File: src/rtl/sel_encoder_pkg.sv
// Shared types and constants for the byte-select encoder.
// Imported by sel_classify and sel_encoder.
package sel_encoder_pkg;

    localparam int SEL_W  = 4;
    localparam int ADDR_W = 2;

    typedef enum logic [1:0] {
        IDLE   = 2'd0,
        SETTLE = 2'd1,
        LOCKED = 2'd2,
        FAULT  = 2'd3
    } state_t;

    typedef enum logic [1:0] {
        NONE  = 2'd0,
        ONE   = 2'd1,
        MULTI = 2'd2
    } sel_class_t;

endpackage

File: src/rtl/sel_classify.sv
// Combinational classifier for the active-low byte selects.
// Reports NONE/ONE/MULTI and, for ONE, the index of the asserted select.
module sel_classify
    import sel_encoder_pkg::*;
(
    input  logic [SEL_W-1:0]  sel_n,
    output sel_class_t        cls,
    output logic [ADDR_W-1:0] idx
);

    logic [2:0] zeros;

    // idx ends up holding the highest low bit; only meaningful when a single bit is low
    always_comb begin
        zeros = 3'd0;
        idx   = '0;
        for (int i = 0; i < SEL_W; i++) begin
            if (!sel_n[i]) begin
                zeros = zeros + 3'd1;
                idx   = ADDR_W'(i);
            end
        end
        if (zeros == 3'd0)
            cls = NONE;
        else if (zeros == 3'd1)
            cls = ONE;
        else
            cls = MULTI;
    end

endmodule

File: src/rtl/sel_encoder.sv
// Registered 4-to-2 select encoder with stability filter and multi-select fault flag.
// Define SEL_ENCODER_ERRCNT_EN to add the saturating err_cnt fault counter.
module sel_encoder
    import sel_encoder_pkg::*;
#(
    parameter int STABLE_CYCLES = 2,
    parameter int CNT_W         = 8
)
(
    input  logic              clk,
    input  logic              rst,
    input  logic [SEL_W-1:0]  sel_n,
    output logic [ADDR_W-1:0] addr,
    output logic              valid,
    output logic              lock_pulse,
    output logic              multi_err
`ifdef SEL_ENCODER_ERRCNT_EN
    ,
    output logic [CNT_W-1:0]  err_cnt
`endif
);

    sel_class_t        cls;
    logic [ADDR_W-1:0] idx;

    state_t            state, next_state;
    logic [ADDR_W-1:0] cand, next_cand;
    logic [3:0]        scnt, next_scnt;
    logic              load_addr;
    logic              restart;

    sel_classify u_classify (
        .sel_n (sel_n),
        .cls   (cls),
        .idx   (idx)
    );

    // A fresh single select seen outside SETTLE restarts the filter (or locks at once when no filtering is asked for)
    always_comb begin
        next_state = state;
        next_cand  = cand;
        next_scnt  = scnt;
        load_addr  = 1'b0;
        restart    = 1'b0;

        case (state)
            IDLE: begin
                if (cls == ONE)
                    restart = 1'b1;
                else if (cls == MULTI)
                    next_state = FAULT;
            end
            SETTLE: begin
                if (cls == ONE) begin
                    if (idx == cand) begin
                        next_scnt = scnt + 4'd1;
                        if (({1'b0, scnt} + 5'd1) == 5'(STABLE_CYCLES)) begin
                            next_state = LOCKED;
                            load_addr  = 1'b1;
                        end
                    end else begin
                        next_cand = idx;
                        next_scnt = 4'd1;
                    end
                end else if (cls == NONE) begin
                    next_state = IDLE;
                end else begin
                    next_state = FAULT;
                end
            end
            LOCKED: begin
                if (cls == ONE) begin
                    if (idx != addr)
                        restart = 1'b1;
                end else if (cls == NONE) begin
                    next_state = IDLE;
                end else begin
                    next_state = FAULT;
                end
            end
            FAULT: begin
                if (cls == ONE)
                    restart = 1'b1;
                else if (cls == NONE)
                    next_state = IDLE;
            end
            default: next_state = IDLE;
        endcase

        if (restart) begin
            if (STABLE_CYCLES == 1) begin
                next_state = LOCKED;
                load_addr  = 1'b1;
            end else begin
                next_state = SETTLE;
                next_cand  = idx;
                next_scnt  = 4'd1;
            end
        end
    end

    always_ff @(posedge clk) begin
        if (rst) begin
            state      <= IDLE;
            cand       <= '0;
            scnt       <= '0;
            addr       <= '0;
            valid      <= 1'b0;
            lock_pulse <= 1'b0;
            multi_err  <= 1'b0;
        end else begin
            state      <= next_state;
            cand       <= next_cand;
            scnt       <= next_scnt;
            valid      <= (next_state == LOCKED);
            lock_pulse <= load_addr;
            multi_err  <= (next_state == FAULT);
            if (load_addr)
                addr <= idx;
        end
    end

`ifdef SEL_ENCODER_ERRCNT_EN
    // Counts entries into FAULT only; dwelling in FAULT does not add
    always_ff @(posedge clk) begin
        if (rst)
            err_cnt <= '0;
        else if ((next_state == FAULT) && (state != FAULT) && (err_cnt != {CNT_W{1'b1}}))
            err_cnt <= err_cnt + CNT_W'(1);
    end
`endif

endmodule

File: config.mk
export PLATFORM = sky130hd
export DESIGN_NAME = sel_encoder
export DESIGN_NICKNAME = d
export VERILOG_FILES = /design/src/rtl/sel_encoder_pkg.sv /design/src/rtl/sel_classify.sv /design/src/rtl/sel_encoder.sv
export SDC_FILE = /design/constraint.sdc
export NUM_CORES = 1
export LEC_CHECK = 0
export CAP_MARGIN = 20
export CORE_ASPECT_RATIO = 1.2
export CORE_MARGIN = 4
export CORE_UTILIZATION = 27
export CTS_CLUSTER_DIAMETER = 40
export CTS_CLUSTER_SIZE = 40
export DETAILED_ROUTE_END_ITERATION = 7
export DONT_BUFFER_PORTS = 1
export HOLD_SLACK_MARGIN = 0.02
export PLACE_DENSITY = 0.49
export SKIP_CTS_REPAIR_TIMING = 1
export SLEW_MARGIN = 0
export SYNTH_ARGS = -nofsm -noshare
export SYNTH_HDL_FRONTEND = slang
export SYNTH_SLANG_ARGS = --single-unit
File: constraint.sdc
create_clock -name clk -period 4.3 [get_ports clk]
set_input_delay 0.86 -clock clk [delete_from_list [all_inputs] [get_ports clk]]
set_output_delay 0.86 -clock clk [all_outputs]
set_load 0.01 [all_outputs]
After elaboration in Yosys (flattened, before gate mapping) --
Cells that the tools add are included.
Storage, ports and cells: register bits after elaboration 13, input port bits 6, output and inout bits 5, logic and storage cells 71
Operators by class: $add $sub $neg 5, equality and inequality tests 12, muxes and demuxes 36, reductions and logical operators 10
Operator list (count):
- $mux 2 | 18
- $mux 1 | 12
- $eq 2x2->1 const B | 5
- $mux 3 | 3
- $pmux 2 s4 | 1
- $add 3x1->3 const B | 2
- $add 4x1->5 const B | 1
- $eq 5x2->1 const B | 1
- $add 4x1->4 const B | 1
- $eq 2x1->1 const B | 2
- $logic_not 2->1 | 2
- $mux 4 | 1
- $reduce_and 2->1 | 2
- $reduce_bool 2->1 | 2
- $reduce_or 2->1 | 2
- $eq 3x1->1 const B | 1
- $logic_not 3->1 | 1
- $reduce_and 3->1 | 1
- $add 1x1->2 const B | 1
- $eq 2x2->1 | 1
- $ne 2x2->1 | 1
- $ne 2x2->1 const B | 1
- $pmux 1 s2 | 1

Depth between registers and ports, before layout --
depth after elaboration 16, gate-level depth with buffers 11, depth with buffers taken out 11

Modules after synthesis --
A second synthesis with hierarchy kept.
Unflattened totals: cells, all modules 112, area total of the unflattened synthesis 934.6 µm²
Modules (own cells, without submodules):
- sel_encoder | instances 1, cells each 87, area each 768.2 µm², seq. area each 260.2 µm²
- sel_classify | instances 1, cells each 25, area each 166.4 µm², seq. area each 0.0 µm²

Worst setup path before layout --
OpenSTA, ideal clock, no wires.
path kind in2reg, start in sel_n[0], end reg addr[0], setup time 0.124 ns, arrival time 2.701 ns, data required time 4.176 ns, path slack 1.475 ns, cell stages on the path 10, buffers on the path 0, path through inv_1 ha_1 xnor2_4 ha_1 nand2b_4 xnor2_1 nand4_2 nor2b_2 mux2i_1 nor2_1
On the way: longest elaborated chain between the ends 13, elaborated cells between the ends (all ways) 14, those cells by class add/sub (3); eq/ne (2); mux (8); reduce/logical (1)
Ends and longest elaborated chain:
- from (decl) | RTL line sel_encoder.sv:12 | input logic [SEL_W-1:0] sel_n,
- $mux 1 (*) | RTL line sel_classify.sv:18 | if (!sel_n[i]) begin
- $add 1x1->2 | RTL line sel_classify.sv:19 | zeros = zeros + 3'd1;
- $mux 3 (*) | RTL line sel_classify.sv:18
- $add 3x1->3 | RTL line sel_classify.sv:19
- $mux 3 (*) | RTL line sel_classify.sv:18
- $add 3x1->3 | RTL line sel_classify.sv:19
- $mux 3 (*) | RTL line sel_classify.sv:18
- $eq 3x1->1 | RTL line sel_classify.sv:25 | else if (zeros == 3'd1)
- $mux 2 | RTL line sel_classify.sv:25
- $mux 2 (*) | RTL line sel_classify.sv:23 | if (zeros == 3'd0)
- $eq 2x1->1 (*) | RTL line sel_encoder.sv:54 | if (cls == ONE) begin
- $mux 1 (*) | RTL line sel_encoder.sv:54
- $mux 1 (*) | RTL line sel_encoder.sv:46 | case (state)
- to (signal assigned) | RTL line sel_encoder.sv:119 | addr <= idx;
- to (decl) | RTL line sel_encoder.sv:13 | output logic [ADDR_W-1:0] addr,
Mark *: on every way between the ends. The rest lies on a longest branch, timed or not. A chain may end at the register's enable or synchronous reset.

Worst setup path in the final report --
start in sel_n[0], end reg addr[1]
Same word-level chain as after synthesis.

==> flow_summary.toml <==
[clocking]
cts_buffers = 3
cts.sinks = 13
cts_tree = "yes"
cts-root-buf = "clkbuf_8"
worst_skew_pair.late_latency_ns = 0.24
htreeDepth = 1
cts_buffer_depth = 2
path_clk_slew_ns = 0.05

[worst_setup_path]
startpoint_type = "primary input"
slowest_stage = "ha_1"
r2r_slack_ns = 2.29
path_delay_family = "simple AND/OR/NAND/NOR gates"
worstPathRequired_ns = 4.45
cp_num_cells = 10
critical_path.startpoint = "sel_n[0]"
critPathMaxFanout = 8
critical_path_buf_inv_count = 1
path_class = "primary input to register"
critPathMaxStageDelay_ns = 0.36
r2r_start = "scnt[0]"
crit_chain = "inv_1 > ha_1 > xnor2_4 > ha_1 > nand2b_4 > xnor2_1 > nand4_2 > nor2b_2 > nor2_1 > a311oi_1"
rr_worst_depth = 7
cp-endpoint = "addr[1]"
cp.arrival_ns = 2.95
cp_common_cell = "ha_1"
r2r-end = "valid"
cp-end-kind = "register"

[timing]
slew_headroom = 0.745
drv_slew = 0
max_freq_ghz = 0.358
finalSetupTns_ns = 0
hold_viol = 0
fin_crit_ns = 2.80
post-route-worst-setup-slack_ns = 1.50
fin_crit_sh = 0.650
setup_viol_count_final = 0
worst_pin_slew_ns = 0.380
finClkSkew_ns = 0.00149
rsz0062_at_grt = "false"
holdWs_ns = 0.500

[pwr]
p_comb_frac = 0.454
p_sw_frac = 0.392
clockPowerShare = 0.203
pwr-share-seq = 0.344
p_int_uw = 312
vdd_drop_max_mv = 0.195
p_leak_nw = 0.415
p_sw_uw = 201
power_density_nw_per_um2 = 453

[route]
first_pass_iters = 4
vias = 837
drc = 0
post_drt_wl_per_cell_um = 12.3
routed_wl_um = 2090
drtAntennaViolNets = 0
post_drt_via_cell_ratio = 4.92
first_iter_violations = 16

[global_route]
grt_usage = 0.0913
antenna_found_initial = 0
grt_pass1_vias = 829
grt_start_max_net_pins = 14
grt-ovfl-total = 0
grt_pass1_wl_um = 3660

[finish]
nets = 134
mostFrequentLayoutCells = "nor2_1, dfxtp_1, ha_1"
fin_area_um2 = 1130
drive_above_1_share = 0.153
syn_to_final_growth_pct = 8.00
layoutNonFillerInstCount = 170
antenna_cells = 0

[worst_hold_path]
worstHoldPathType = "register to register"

[floorplanning]
coreArea_um2 = 3690
die_w_um = 64.9
num_rows = 24
die-area_um2 = 4950
ios = 11
start_util = 0.284
die_h_um = 76.3

[logic_synthesis]
ys.flop_type = "dfxtp_1"
synth_edf_count = 0
ys_ff_latch = 13
synth-seq-area-share = 0.248
avgSynthCellArea_um2 = 8.96
synth-warning-count = 0
syn-num-nets = 132
yosysUniqueCellTypes = 48
syn-cell-area_um2 = 1050
syn_inst = 117
async_flop_share = 0

[place]
port_buffers = 0
dp_slack_ns = 1.24
gp_congestion = 0.924
post-dp-hpwl_um = 1710
placed_cell_area_um2 = 1090
dp_cells = 166

[job]
drv_cap = 0

[status]
status = "completed"
-- synthesized netlist by cell type (3+ instances only) --
library cell  instances  area [µm²]
a21oi_1               6        30.0
and2_1                3        18.8
dfxtp_1              13         260
ha_1                  9         113
inv_1                 6        22.5
mux2i_1               3        30.0
nand2_1               6        22.5
nor2_1               13        48.8
nor2b_1               4        25.0
nor3_1                3        15.0
nor3b_1               3        22.5
o21ai_0               4        20.0
o21ai_1               3        15.0
xnor2_1               3        26.3
-- worst min-delay path, cell delays in order, from the launching register on --
cell and delay [ns]:
dfxtp_1 0.32, o21ai_0 0.07, a21oi_1 0.06
-- layer usage --
metal  global-route usage  share of wire
met4               0.0190          0.014
met1               0.0978           0.42
met5                    0              0
met3               0.0354          0.043
met2                0.166           0.52
-- area by class of cell --
class / instances / area [µm²]
clock buffers: 4 / 45.0
fillers: 396 / 2560
inverters: 6 / 22.5
multi-input cells: 95 / 739
flip-flops and latches: 13 / 260
well taps: 52 / 65.1
-- stage by stage --
stage | util | power, mW
after floorplan | - | 0.364
after global placement | 0.294 | 0.413
after global routing | 0.307 | 0.557
final | 0.307 | 0.513
after CTS | 0.307 | 0.521
after detailed placement | 0.294 | 0.412
-- power by group through the flow --
stage / logic (mW) / registers (mW) / clock network [mW]
final: 0.233 / 0.176 / 0.104
after global placement: 0.235 / 0.178 / 0
after detailed placement: 0.234 / 0.179 / 0
after floorplan: 0.196 / 0.169 / 0
after global routing: 0.258 / 0.180 / 0.119
after CTS: 0.236 / 0.176 / 0.109
-- logic make-up (layout without fill, tap and decap cells) --
kind of cell / Yosys count / in the layout / share of synthesized area
AND/OR/NAND/NOR: 45 / 45 / 0.251
adder cells (fa/ha/maj): 9 / 9 / 0.107
XOR/XNOR: 7 / 7 / 0.0907
buffers and inverters: 9 / 10 / 0.0465
AO/OA/AOI/OAI: 31 / 31 / 0.228
multiplexers: 3 / 3 / 0.0286
flip-flops: 13 / 13 / 0.248
-- flip-flops by register name, indices dropped and copies added, names as in the netlist --
name,flops
addr,2
cand,2
lock_pulse,1
multi_err,1
scnt,4
state,2
valid,1
-- how the worst min path moves through the flow --
stage / startpoint / to / slack [ns] / cells past startpoint
6_report: scnt[3] / scnt[3] / 0.50 / 2
4_1_cts: scnt[3] / scnt[3] / 0.51 / 2
3_5_place_dp: scnt[3] / scnt[3] / 0.50 / 2
5_1_grt: scnt[3] / scnt[3] / 0.54 / 2
3_3_place_gp: scnt[3] / scnt[3] / 0.51 / 2
2_1_floorplan: scnt[3] / scnt[3] / 0.46 / 2
No activity file was read; power rests on OpenSTA's default activity.
